[config.mk]
export PLATFORM = sky130hd
export DESIGN_NAME = param_sync_fifo
export DESIGN_NICKNAME = d
export VERILOG_FILES = /design/src/rtl/fifo_pkg.sv /design/src/rtl/fifo_ram.sv /design/src/rtl/param_sync_fifo.sv
export SDC_FILE = /design/constraint.sdc
export NUM_CORES = 1
export LEC_CHECK = 0
export BUFFER_PORTS_ARGS = -buffer_cell sky130_fd_sc_hd__buf_4
export CAP_MARGIN = 0
export CORE_ASPECT_RATIO = 1.4
export CORE_MARGIN = 2
export CORE_UTILIZATION = 65
export DETAILED_ROUTE_END_ITERATION = 16
export PLACE_DENSITY = 0.9
export SYNTH_ARGS = -nofsm -noshare
export SYNTH_HDL_FRONTEND = slang
export SYNTH_SLANG_ARGS = --single-unit
[constraint.sdc]
create_clock -name clk -period 8.02 [get_ports clk]
set_input_delay 2.005 -clock clk [delete_from_list [all_inputs] [get_ports clk]]
set_output_delay 2.005 -clock clk [all_outputs]
set_load 0.03 [all_outputs]
[src/rtl/fifo_pkg.sv]
// Shared constants and helpers for the synchronous FIFO family.
package fifo_pkg;

  localparam int DEF_DATA_W   = 8;
  localparam int DEF_DEPTH    = 16;
  localparam int DEF_AE_LEVEL = 2;

  // Occupancy counter must hold 0..DEPTH inclusive, hence one extra bit.
  function automatic int cnt_w(input int depth);
    return $clog2(depth) + 1;
  endfunction

  // Default almost_full threshold sits two entries below full.
  function automatic int af_level_default(input int depth);
    return depth - 2;
  endfunction

endpackage

[src/rtl/fifo_ram.sv]
// Simple dual-port storage: one write port, one registered read port, no reset.
module fifo_ram #(
  parameter int DATA_W = 8,
  parameter int DEPTH  = 16,
  parameter int ADDR_W = $clog2(DEPTH)
) (
  input  logic              clk,
  input  logic              wr_en_i,
  input  logic [ADDR_W-1:0] wr_addr_i,
  input  logic [DATA_W-1:0] wr_data_i,
  input  logic              rd_en_i,
  input  logic [ADDR_W-1:0] rd_addr_i,
  output logic [DATA_W-1:0] rd_data_o
);

  logic [DATA_W-1:0] mem_q [DEPTH];
  logic [DATA_W-1:0] rd_data_q;

  // Write port; a same-address read in the same cycle sees the old word.
  always_ff @(posedge clk) begin
    if (wr_en_i) mem_q[wr_addr_i] <= wr_data_i;
  end

  // Registered read port; output holds when no read is issued.
  always_ff @(posedge clk) begin
    if (rd_en_i) rd_data_q <= mem_q[rd_addr_i];
  end

  assign rd_data_o = rd_data_q;

endmodule

[src/rtl/param_sync_fifo.sv]
// Parameterised single-clock FIFO with occupancy, threshold and sticky error flags.
module param_sync_fifo
  import fifo_pkg::*;
#(
  parameter int DATA_W   = DEF_DATA_W,
  parameter int DEPTH    = DEF_DEPTH,
  parameter int AF_LEVEL = af_level_default(DEPTH),
  parameter int AE_LEVEL = DEF_AE_LEVEL
) (
  input  logic                   clk,
  input  logic                   rst,
  input  logic                   we,
  input  logic [DATA_W-1:0]      data_in,
  input  logic                   re,
  output logic [DATA_W-1:0]      data_out,
  output logic                   rd_valid,
  output logic                   full,
  output logic                   empty,
  output logic                   almost_full,
  output logic                   almost_empty,
  output logic [$clog2(DEPTH):0] count,
  output logic                   overflow,
  output logic                   underflow
);

  localparam int ADDR_W = $clog2(DEPTH);
  localparam int CNT_W  = cnt_w(DEPTH);

  logic [ADDR_W-1:0] wr_ptr_q, wr_ptr_d;
  logic [ADDR_W-1:0] rd_ptr_q, rd_ptr_d;
  logic [CNT_W-1:0]  count_q, count_d;
  logic              rd_valid_q;
  logic              overflow_q, underflow_q;
  logic              out_clr_q;
  logic              wr_acc, rd_acc;
  logic [DATA_W-1:0] ram_rdata;

  // A write is allowed into a full FIFO only when a read frees a slot in the same cycle.
  assign rd_acc = re && !empty;
  assign wr_acc = we && (!full || rd_acc);

  // Next-state for pointers and occupancy.
  always_comb begin
    wr_ptr_d = wr_ptr_q;
    rd_ptr_d = rd_ptr_q;
    count_d  = count_q;
    if (wr_acc) wr_ptr_d = wr_ptr_q + ADDR_W'(1);
    if (rd_acc) rd_ptr_d = rd_ptr_q + ADDR_W'(1);
    if (wr_acc && !rd_acc)      count_d = count_q + CNT_W'(1);
    else if (rd_acc && !wr_acc) count_d = count_q - CNT_W'(1);
  end

  // Control state; reset discards queued data by clearing pointers and count.
  always_ff @(posedge clk) begin
    if (rst) begin
      wr_ptr_q    <= '0;
      rd_ptr_q    <= '0;
      count_q     <= '0;
      rd_valid_q  <= 1'b0;
      overflow_q  <= 1'b0;
      underflow_q <= 1'b0;
      out_clr_q   <= 1'b1;
    end else begin
      wr_ptr_q   <= wr_ptr_d;
      rd_ptr_q   <= rd_ptr_d;
      count_q    <= count_d;
      rd_valid_q <= rd_acc;
      if (we && !wr_acc)  overflow_q  <= 1'b1;
      if (re && empty)    underflow_q <= 1'b1;
      if (rd_acc)         out_clr_q   <= 1'b0;
    end
  end

  // Storage is not reset; reset simply blocks any access that cycle.
  fifo_ram #(
    .DATA_W(DATA_W),
    .DEPTH (DEPTH),
    .ADDR_W(ADDR_W)
  ) u_ram (
    .clk      (clk),
    .wr_en_i  (wr_acc && !rst),
    .wr_addr_i(wr_ptr_q),
    .wr_data_i(data_in),
    .rd_en_i  (rd_acc && !rst),
    .rd_addr_i(rd_ptr_q),
    .rd_data_o(ram_rdata)
  );

  // The RAM output register has no reset, so a registered clear flag forces zero until the first read.
  assign data_out     = out_clr_q ? '0 : ram_rdata;
  assign rd_valid     = rd_valid_q;
  assign count        = count_q;
  assign full         = (count_q == CNT_W'(DEPTH));
  assign empty        = (count_q == '0);
  assign almost_full  = (count_q >= CNT_W'(AF_LEVEL));
  assign almost_empty = (count_q <= CNT_W'(AE_LEVEL));
  assign overflow     = overflow_q;
  assign underflow    = underflow_q;

endmodule

**Word-level counts from Yosys, hierarchy flattened**

Memory sizes are Yosys's and may differ from the RTL's. A register that Yosys moved wholly into a read port is not among the register bits.
Index checks and enable logic that the tools add are counted.

- Reductions and logical operators: 16
- $add $sub $neg: 4
- Equality and inequality tests: 1
- Muxes and demuxes: 5
- Magnitude comparators: 2

Operators by type and width:

| operator | number |
|---|---|
| $mux 5 | 2 |
| $add 4x1->4 const B | 2 |
| $logic_and 1x1->1 | 8 |
| $mux 8 | 1 |
| $add 5x1->5 const B | 1 |
| $eq 5x5->1 const B | 1 |
| $ge 5x4->1 const B | 1 |
| $le 5x2->1 const B | 1 |
| $logic_not 1->1 | 5 |
| $logic_not 5->1 | 1 |
| $sub 5x1->5 const B | 1 |
| $mux 1 | 2 |
| $reduce_bool 2->1 | 1 |
| $logic_or 1x1->1 | 1 |

- Input port bits: 12
- Memories kept: 1
- Flip-flop bits (word level): 17
- RAM bits: 128
- Logic and storage cells: 36
- Output and inout bits: 20

Memories:

| name | words | width | rd ports | clocked after memory_dff | wr ports | RTL line | RTL |
|---|---|---|---|---|---|---|---|
| u_ram.mem_q | 16 | 8 | 1 | 1 | 1 | fifo_ram.sv:16 | `logic [DATA_W-1:0] mem_q [DEPTH];` |

**Depth between registers and ports, before layout**

- Word-level depth: 9
- Mapped depth: 11

**Hierarchy**

From an unflattened synthesis, not the netlist that was laid out.

- Cells, all modules: 336
- Area total of the unflattened synthesis: 6160.9 um^2

By module, submodules not included:

| module | instances | sequential area each (um^2) | area an instance (um^2) | cells each |
|---|---|---|---|---|
| fifo_ram | 1 | 4083.9 | 5227.5 | 229 |
| param_sync_fifo | 1 | 340.3 | 933.4 | 107 |

**Worst setup path after synthesis**

Ideal clock, no wire load.

- Path kind: input-to-reg
- Start: input re
- End: register count_q[4] (netlist: count[4])
- Path slack: 3.862 ns
- Data required time: 7.899 ns
- Buffers on the path: 2
- Setup time: 0.121 ns
- Stages: 10
- Arrival: 4.037 ns
- Cells stage by stage: clkbuf_1 o31a_1 buf_6 ha_1 inv_1 fa_1 a21o_1 a21oi_1 mux2i_1 mux2_2

- Cells in the longest elaborated chain, start to end: 6
- Elaborated cells between the ends (all ways): 9
- Those cells by class: mux (1); reduce/logical (8)

RTL lines:

| element | RTL line | RTL |
|---|---|---|
| from (decl) | param_sync_fifo.sv:14 | `input logic re,` |
| $logic_and 1x1->1 * | param_sync_fifo.sv:39 | `assign rd_acc = re && !empty;` |
| $logic_or 1x1->1 | param_sync_fifo.sv:40 | `assign wr_acc = we && (!full \|\| rd_acc);` |
| $logic_and 1x1->1 | param_sync_fifo.sv:40 |  |
| $logic_not 1->1 | param_sync_fifo.sv:50 | `else if (rd_acc && !wr_acc) count_d = count_q - CNT_W'(1);` |
| $logic_and 1x1->1 | param_sync_fifo.sv:50 |  |
| $reduce_bool 2->1 (no source line) | -- |  |
| to (signal assigned) | param_sync_fifo.sv:66 | `count_q <= count_d;` |
| to (decl) | param_sync_fifo.sv:31 | `logic [CNT_W-1:0] count_q, count_d;` |

Mark *: on every way between the ends. The rest lies on a longest branch, timed or not.
A chain may end at the register's enable or synchronous reset.

**Worst setup path after layout**

Same ends and word-level chain as after synthesis.

==> results.yml <==
die:
  fp.dieH_um: 119.3
  num_rows: 42
  core_region_area_sq_um: 9354
  die_x_um: 86.38
  io_pins: 32
  start_util_pct: 66.01
  dieArea_sq_um: 10310
synthesis:
  syn_area_per_cell_sq_um: 16.73
  syn-num-nets: 391
  netlist_instances: 369
  synth_cell_type_count: 38
  synth_edf_count: 136
  yosysSeqAreaShare_pct: 71.65
  async_flop_share_pct: 0
  ys_ff_latch: 153
  synthFlopType: "edfxtp_1"
  synthesis.area_sq_um: 6175
  ys_warn_count: 0
placement:
  hpwl_um: 8040
  port-buffer-count: 31
  gp_congestion: 0.7921
final_layout:
  antenna-diode-count: 0
  final_common_cell: "edfxtp_1"
  nFillCells: 486
  final_nets: 421
  final_cell_mix: "136 x edfxtp_1, 38 x nor2_1, 36 x mux2i_1"
  drive_gt1_share_pct: 19.66
  syn2layout_area_growth_pct: 14.57
min_path:
  min_from: "overflow"
  holdPathStages: 2
  whs_endpoint: "overflow"
  min_path_type: "flip-flop to flip-flop"
setup_path:
  crit_fanout: 8
  r2r-end: "count[4]"
  endpoint_kind: "flip-flop"
  startpoint_type: "primary input"
  reg2reg_setup_slack_ns: 4.86
  reg2reg_depth: 9
  r2r_start: "count[0]"
  worstPathRequired_ns: 8.33
  timing_worst_setup_path_type: "primary input to flip-flop"
  worstPathArrival_ns: 4.19
cts:
  cts_root_buffer: "clkbuf_16"
  cts_resized: 0
  clock_latency_ns: 0.42
  cts_made_buffers: 17
  cts_setup_buffers: 0
  cts_tree: "yes"
  clkTransAtPathRegs_ns: 0.06
  clock_sinks: 153
  h-tree-depth: 4
  cts_buffer_depth: 2
  cts_hold_buffers: 0
power_and_ir_drop:
  finalPower_w: 0.002290
  switching_share_pct: 26.74
  total_leakage_power_nw: 2.413
  p_int_w: 0.001678
  power_density_nw_per_um2: 323.7
  ir_worst_vdd_mv: 0.2703
  power_switching_w: 0.0006123
  clkPwrFrac_pct: 36.2
  combPwrFrac_pct: 21.8
  seq_power_share_pct: 41.9
global_route:
  grt_pass1_vias: 3539
  antenna_found_initial: 0
  grtUsageTotal_pct: 26.99
  grt.overflow.total: 0
  grt_max_degree: 47
  grt_pass1_wl_um: 19500
routing:
  wirelength_um: 12770
  drtIter0Drc: 410
  postRouteAntennaNets: 0
  avgViaCountPerCell: 6.680
  remaining_drc_errors: 0
  vias: 3487
  drtPass1Iterations: 5
  detail_route.wl_per_cell_um: 24.46
timing:
  max_slew.worst_pin.slew_ns: 1.354
  final_hold_viol_count: 0
  fin_tns_setup_ns: 0
  setup-violations-final: 0
  period_share_pct: 48.36
  clock.fmax_ghz: 0.2578
  finClkSkew_ns: 0.005550
  fin_crit_ns: 3.879
  rsz0062_at_grt: "false"
  slew_violations: 0
  maxSlewHeadroom_pct: 9.557
run_status:
  outcome: "complete, no violations"
run:
  cap_violations: 0
-- metrics by stage --
step	std cells	util [%]	area [sq um]	hold slack [ns]	setup WS (ns)
after floorplan	369	-	6175	0.5276	3.862
after global placement	490	68.95	6450	0.4554	3.829
after detailed placement	490	68.95	6450	0.4741	3.699
after CTS	522	75.63	7074	0.4904	4.137
after global routing	522	75.63	7074	0.5170	3.980
final	522	75.63	7074	0.4823	4.141
-- kinds of logic after synthesis --
kind of cell | Yosys count | synth area share (%)
buffers and inverters | 26 | 1.986
and+or+nand+nor | 70 | 5.309
xor gates and xnor gates | 9 | 1.277
DFF | 153 | 71.65
adders and majority gates | 10 | 2.148
muxes | 53 | 11.85
AOI/OAI and AO/OA | 48 | 5.775
-- cell type report --
class | count | area, sq um | share of cell area, %
Multi-Input combinational cell | 190 | 1628 | 23.01
Inverter | 5 | 18.77 | 0.2653
Timing Repair Buffer | 32 | 240.2 | 3.396
Clock inverter | 8 | 142.6 | 2.016
Tap cell | 110 | 137.6 | 1.946
Sequential cell | 153 | 4425 | 62.56
Clock buffer | 24 | 481.7 | 6.809
-- critical path, cell delays in order --
cell and delay (ns):
buf_4 0.13, o31a_1 0.32, ha_1 0.24, inv_1 0.11, fa_1 0.41, a21o_1 0.20, a21oi_1 0.20, mux2i_1 0.22
mux2_2 0.34
-- registers in the layout, indices dropped and copies added (netlist names) --
register	flops
wr_ptr_q	4
out_clr_q	1
overflow	1
u_ram.rd_data_o	8
u_ram.mem_q	128
count	5
rd_ptr_q	4
underflow	1
rd_valid	1
-- worst max-delay path by stage --
stage	end	slack [ns]	cells after the start	from
2_1_floorplan	count[4]	3.86	10	re
3_3_place_gp	count[4]	3.83	9	re
3_5_place_dp	count[4]	3.70	9	re
4_1_cts	count[4]	4.14	9	re
5_1_grt	count[4]	3.98	9	re
6_report	count[4]	4.14	9	re
-- power by group through the flow --
stage | clock (W) | sequential [W] | combinational [W]
3_5_place_dp | 0 | 0.000977 | 0.000494
4_1_cts | 0.000837 | 0.000961 | 0.000499
2_1_floorplan | 0 | 0.000972 | 0.000370
6_report | 0.000829 | 0.000960 | 0.000500
3_3_place_gp | 0 | 0.000974 | 0.000478
5_1_grt | 0.000866 | 0.000966 | 0.000533
-- routing by layer --
layer / GRT usage, % / share of wire, %
met1: 31.83 / 35
met3: 7.831 / 7.2
met2: 44.28 / 53
met5: 0 / 0
met4: 14.45 / 4.3
-- synthesized netlist by cell type (all sizes together) (2+ instances only) --
master / number / area share (%)
edfxtp: 136 / 66
nor2: 38 / 2.3
mux2i: 36 / 5.8
dfxtp: 17 / 5.5
a221oi: 16 / 2.3
mux4: 16 / 5.8
clkbuf: 11 / 0.67
buf: 10 / 1.0
ha: 9 / 1.8
nand2: 9 / 0.55
nor2b: 9 / 0.91
o21ai: 9 / 0.79
a22oi: 8 / 0.97
xor2: 6 / 0.85
a21oi: 5 / 0.41
inv: 4 / 0.24
nand2b: 4 / 0.41
a21o: 3 / 0.38
nand3b: 3 / 0.36
xnor2: 3 / 0.43
nand3: 2 / 0.16
o311ai: 2 / 0.28
No activity file was read; power rests on OpenSTA's default activity.
